==> src/rtl/controla_fluxo_param.sv <==
// Parking-gate flow controller with occupancy count, password retry lockout and exit accounting.
// Optional wait timeouts in ESPERANDO_SENHA/ESTACIONANDO are enabled by defining ESPERA_TIMEOUT_EN.
module controla_fluxo_param #(
  parameter int CAPACITY  = 16,
  parameter int MAX_TRIES = 3,
  parameter int TIMEOUT   = 1000,
  parameter int LOCKOUT   = 500,
  localparam int OW = $clog2(CAPACITY + 1)
) (
  input  logic          Clock,
  input  logic          reset,
  input  logic          SE,
  input  logic          SI,
  input  logic          SaidaCarro,
  input  logic          SenhaOk,
  input  logic          SenhaInvalida,
  output logic          Liberado,
  output logic          Pare,
  output logic          Bloqueado,
  output logic          SenhaErro,
  output logic          Full,
  output logic [OW-1:0] Ocupacao,
  output logic [2:0]    state
);

  localparam int TMAX = (TIMEOUT > LOCKOUT) ? TIMEOUT : LOCKOUT;
  localparam int TW   = $clog2(TMAX + 1);
  localparam int RW   = $clog2(MAX_TRIES + 1);

  typedef enum logic [2:0] {
    INICIAL         = 3'd0,
    ESPERANDO_SENHA = 3'd1,
    ESTACIONANDO    = 3'd2,
    PARE            = 3'd3,
    BLOQUEADO       = 3'd4,
    TRAVADO         = 3'd5
  } state_t;

  state_t        cur, nxt;
  logic [TW-1:0] timer;
  logic [RW-1:0] tries, tries_nxt, tries_inc;
  logic          passou, passou_nxt;
  logic          erro_nxt;
  logic          inc;
  logic          full;
  logic          timeout;
  logic          lock_done;

  assign full      = (Ocupacao == OW'(CAPACITY));
  assign tries_inc = tries + RW'(1);
  assign lock_done = (timer == TW'(LOCKOUT - 1));

`ifdef ESPERA_TIMEOUT_EN
  assign timeout = (timer == TW'(TIMEOUT - 1));
`else
  assign timeout = 1'b0;
`endif

  always_comb begin
    nxt        = cur;
    tries_nxt  = tries;
    passou_nxt = passou;
    erro_nxt   = 1'b0;
    inc        = 1'b0;
    case (cur)
      INICIAL: begin
        if (full)    nxt = BLOQUEADO;
        else if (SE) nxt = ESPERANDO_SENHA;
      end
      ESPERANDO_SENHA: begin
        // An invalid pulse wins over a simultaneous valid one.
        if (full) begin
          nxt = BLOQUEADO;
        end else if (SenhaInvalida) begin
          erro_nxt  = 1'b1;
          tries_nxt = tries_inc;
          if (tries_inc == RW'(MAX_TRIES)) nxt = TRAVADO;
        end else if (SenhaOk) begin
          nxt        = ESTACIONANDO;
          tries_nxt  = '0;
          passou_nxt = 1'b0;
        end else if (timeout) begin
          nxt = INICIAL;
        end
      end
      ESTACIONANDO: begin
        if (SI) passou_nxt = 1'b1;
        if (SE && SI) begin
          nxt = PARE;
        end else if (!SE && !SI && passou) begin
          nxt = INICIAL;
          inc = 1'b1;
        end else if (timeout) begin
          nxt = INICIAL;
        end
      end
      PARE: begin
        if (!(SE && SI)) nxt = ESTACIONANDO;
      end
      BLOQUEADO: begin
        if (!full) nxt = INICIAL;
      end
      TRAVADO: begin
        if (lock_done) nxt = INICIAL;
      end
      default: nxt = INICIAL;
    endcase
    // Retry count survives only the password-wait timeout loop.
    if (nxt == INICIAL && cur != ESPERANDO_SENHA) tries_nxt = '0;
  end

  always_ff @(posedge Clock or posedge reset) begin
    if (reset) begin
      cur       <= INICIAL;
      timer     <= '0;
      tries     <= '0;
      passou    <= 1'b0;
      SenhaErro <= 1'b0;
      Ocupacao  <= '0;
    end else begin
      cur       <= nxt;
      tries     <= tries_nxt;
      passou    <= passou_nxt;
      SenhaErro <= erro_nxt;
      if (nxt != cur)      timer <= '0;
      else if (timer != '1) timer <= timer + TW'(1);
      case ({inc, SaidaCarro})
        2'b10:   if (!full) Ocupacao <= Ocupacao + OW'(1);
        2'b01:   if (Ocupacao != '0) Ocupacao <= Ocupacao - OW'(1);
        default: Ocupacao <= Ocupacao;
      endcase
    end
  end

  assign state     = cur;
  assign Full      = full;
  assign Liberado  = (cur == ESTACIONANDO);
  assign Pare      = (cur == PARE);
  assign Bloqueado = (cur == BLOQUEADO) || (cur == TRAVADO);

endmodule

==> config.mk <==
export PLATFORM = sky130hd
export DESIGN_NAME = controla_fluxo_param
export DESIGN_NICKNAME = d
export VERILOG_FILES = /design/src/rtl/controla_fluxo_param.sv
export SDC_FILE = /design/constraint.sdc
export NUM_CORES = 1
export LEC_CHECK = 0
export CAP_MARGIN = 20
export CORE_ASPECT_RATIO = 1.4
export CORE_MARGIN = 1.5
export CORE_UTILIZATION = 50
export DETAILED_ROUTE_END_ITERATION = 16
export PLACE_DENSITY = 0.72
export SLEW_MARGIN = 40
export SYNTH_ARGS = -nofsm -noshare
export SYNTH_HDL_FRONTEND = slang
export SYNTH_SLANG_ARGS = --single-unit
==> constraint.sdc <==
create_clock -name Clock -period 8.5 [get_ports Clock]
set_clock_uncertainty 0.15 [all_clocks]
set_input_delay 2.125 -clock Clock [delete_from_list [all_inputs] [get_ports Clock]]
set_output_delay 2.125 -clock Clock [all_outputs]
set_load 0.05 [all_outputs]
==> key figures <==
Status
  – Outcome: finished clean

Setup path
  – CP Capture Type: output pin
  – WP data required: 6230 ps
  – CP startpoint kind: flop
  – RR Startpoint: state[0]$_DFF_PP0_
  – Crit path arrival time: between 2000 and 2500 ps
  – R2R Setup Slk: around 5500 ps
  – FF-to-FF path depth: 9
  – RR Endpoint: Ocupacao[4]$_DFFE_PP0P_
  – CP max FO: 8
  – CP Class: reg -> out

Placed design
  – RePlAce Congestion: between 0.8 and 0.9
  – Placed Area: around 1600 sq um
  – Port buffer count: 19
  – Post-DP HPWL: around 2300 um
  – Post-placement setup slack: roughly 3500 ps

Die
  – Die X-Extent: about 48 um
  – Die Y: ~66 um
  – Core Region: around 2600 sq um
  – Num ports: 20
  – Initial Util: 0.5312
  – FP Rows: 22
  – Die ar.: ~3100 sq um

Min path
  – Hold WC Path Type: reg -> reg
  – Hold endpoint: tries[0]$_DFFE_PP0P_
  – Hold_sp: tries[0]$_DFFE_PP0P_
  – Worst Hold Depth: 2

Synth
  – YS warnings: 0
  – Dominant synthesized flop cell: dfrtp_1
  – Register area share after synthesis: 0.3922
  – Seq cells post-synth: 22
  – Cells after Synth: between 100 and 150
  – Post-synthesis net count: roughly 150
  – Synth Area in Adders: 0.05882
  – Post-Synth Simple-Gate Area: 0.1765
  – Synth async-reset ratio: 1.000
  – Proportion of synthesized area in mux cells: 0.03832
  – Xor/xnor share of the synthesized area: 0.04991
  – Mapped Avg Cell Area: 9.956 sq um
  – Post-synthesis compound-gate area fraction: 0.2487
  – Synthesized area: approximately 1400 sq um
  – EDFF count, synth: 0
  – Largest family of logic cells by synthesized area: compound AO/OA/AOI/OAI gates
  – Synth cell types: between 40 and 50

Routing
  – WL final: about 3100 um
  – DR vias: 1195
  – Drt wl/cell: 15.70 um
  – Post-DR vias/cell: 6.066
  – DRT iter0 DRCs: 33
  – Drt first pass iters: 6
  – DRC: 0
  – Routed Antenna Nets: 0

Clock network
  – CTS resizes: 0
  – CTS buffer count: 3
  – Clock root buffer master: clkbuf_4
  – TritonCTS Sinks: 22
  – # Post-CTS Setup Buffers: 0
  – Post-cts hold buffer count: 0
  – Clock latency on the worst-skew pair: about 320 ps
  – CTS H-tree depth: 1
  – Clock buffer depth: 2
  – CTS tree: done
  – Clock Pin Slew Worst Setup and Hold Paths: 130 ps

Timing
  – Worst slew pin tran: 806.1 ps
  – Slew margin rel.: 0.4590
  – RSZ-0062 raised after global routing: no
  – Final WS setup: 3865 ps
  – Min Tclk post-route: about 4600 ps
  – Slew Limit Fails: 0
  – Final setup fails: 0
  – Fmax: 0.2158 GHz
  – Setup_tns: 0 ps
  – Fin. Hold Viols: 0
  – Final worst path period share: 0.5453

Job
  – Max-capacitance violation count: 0

GRT
  – Largest net degree at the start of global routing: 23
  – Total track usage: 0.2188
  – First-pass GRT wire length: 5023 um
  – Vias in the first global route: about 1200
  – Initial antenna violation count: 0
  – Gr ovfl total: 0

Finish
  – Filler cells: around 260
  – Antenna cells: 0
  – Multi-input logic area: roughly 800 sq um
  – Area grow syn2layout: 19.61%
  – Share of layout cells above drive strength 1: 0.09938
  – Nets: ~180
  – Fin area: about 1700 sq um
  – Register area: about 550 sq um

Power and ir drop
  – Power density over the cells: 371.0 nW/um^2
  – VDD IR max: 0.0002565 V
  – Leak: about 0.71 nW
-- registers in the layout, summed over array words and instances (netlist names) --
signal     cells
state          3
timer         10
SenhaErro      1
Ocupacao       5
tries          2
passou         1
-- layout make-up --
type	instances	area share
multi-input cells	106	0.4784
clock inverters	1	0.01788
well taps	36	0.02683
flip-flops and latches	22	0.3279
repair buffers	19	0.1133
clock buffers	3	0.01341
inverters	10	0.02235
-- cell usage in the layout, fill, tap and decap left out, types with 3 or more instances in the layout --
cell and count:
dfrtp_1 22, clkdlybuf4s50_1 19, a21oi_1 15, nand2_1 8, inv_1 8, a21o_1 5
nor3_1 5, nor2_1 5, ha_1 5, nand2b_1 4, nand3_1 4, xor2_1 4
xnor2_1 4, and3_1 3, a31oi_1 3, mux2_1 3, clkbuf_4 3
-- layer usage --
layer  wire (um)  vias up  track usage  part of all wire
met1        1243      590       0.2460              0.40
met4          44        0      0.08108             0.014
li1            -      570            -                 -
met3          93        6      0.03022             0.030
met2        1712       29       0.3917              0.55
met5           0        -            0                 0
-- Yosys cell counts (all sizes together) (3+ instances only) --
| master | count | area [sq um] |
|---|---|---|
| dfrtp | 22 | 550.5 |
| a21oi | 16 | 91.34 |
| inv | 10 | 37.53 |
| nand2 | 9 | 36.29 |
| nor2 | 6 | 30.03 |
| a21o | 5 | 37.54 |
| ha | 5 | 62.56 |
| nor3 | 5 | 25.02 |
| nand2b | 4 | 25.02 |
| nand3 | 4 | 20.02 |
| o21ai | 4 | 20.02 |
| xnor2 | 4 | 35.03 |
| xor2 | 4 | 35.03 |
| a31oi | 3 | 18.77 |
| and3 | 3 | 18.77 |
| mux2 | 3 | 33.78 |
-- report_power, final --
part | internal, mW | switching [mW]
registers | 0.135 | 0.0573
logic | 0.137 | 0.212
clock network | 0.0477 | 0.0341
total | 0.320 | 0.303
-- worst max path at each step --
stage	startpoint	endpoint	slack [ps]	cells past startpoint
finish	Ocupacao[1]$_DFFE_PP0P_	Full	3870	4
global route	SI	Ocupacao[4]$_DFFE_PP0P_	3720	10
CTS	Ocupacao[1]$_DFFE_PP0P_	Full	3860	4
detailed placement	SI	Ocupacao[4]$_DFFE_PP0P_	3540	10
global placement	SI	Ocupacao[4]$_DFFE_PP0P_	3590	10
floorplan	SI	Ocupacao[4]$_DFFE_PP0P_	4160	9
-- critical path, cell delays in order, from the launching register on --
cell and delay, ps:
dfrtp_1 480, nor4_2 420, nand2_2 140, inv_2 170, clkdlybuf4s50_1 830
-- per-stage QoR --
step           hold WS, ps  std cells    util  power, mW
6_report             399.7        197  0.6354     0.6229
3_5_place_dp         382.0        193  0.6155     0.5421
2_1_floorplan        347.0        141       -     0.4412
3_3_place_gp         365.6        193  0.6155     0.5356
5_1_grt              414.1        197  0.6354     0.6598
4_1_cts              400.3        197  0.6354     0.6252
-- cells by family after synthesis --
kind of cell             Yosys count
flip-flops                        22
AND/OR/NAND/NOR                   42
adder cells (fa/ha/maj)            6
multiplexers                       5
buffers and inverters             13
AO/OA/AOI/OAI                     45
XOR/XNOR                           8
(Power assumes the default switching activity.)
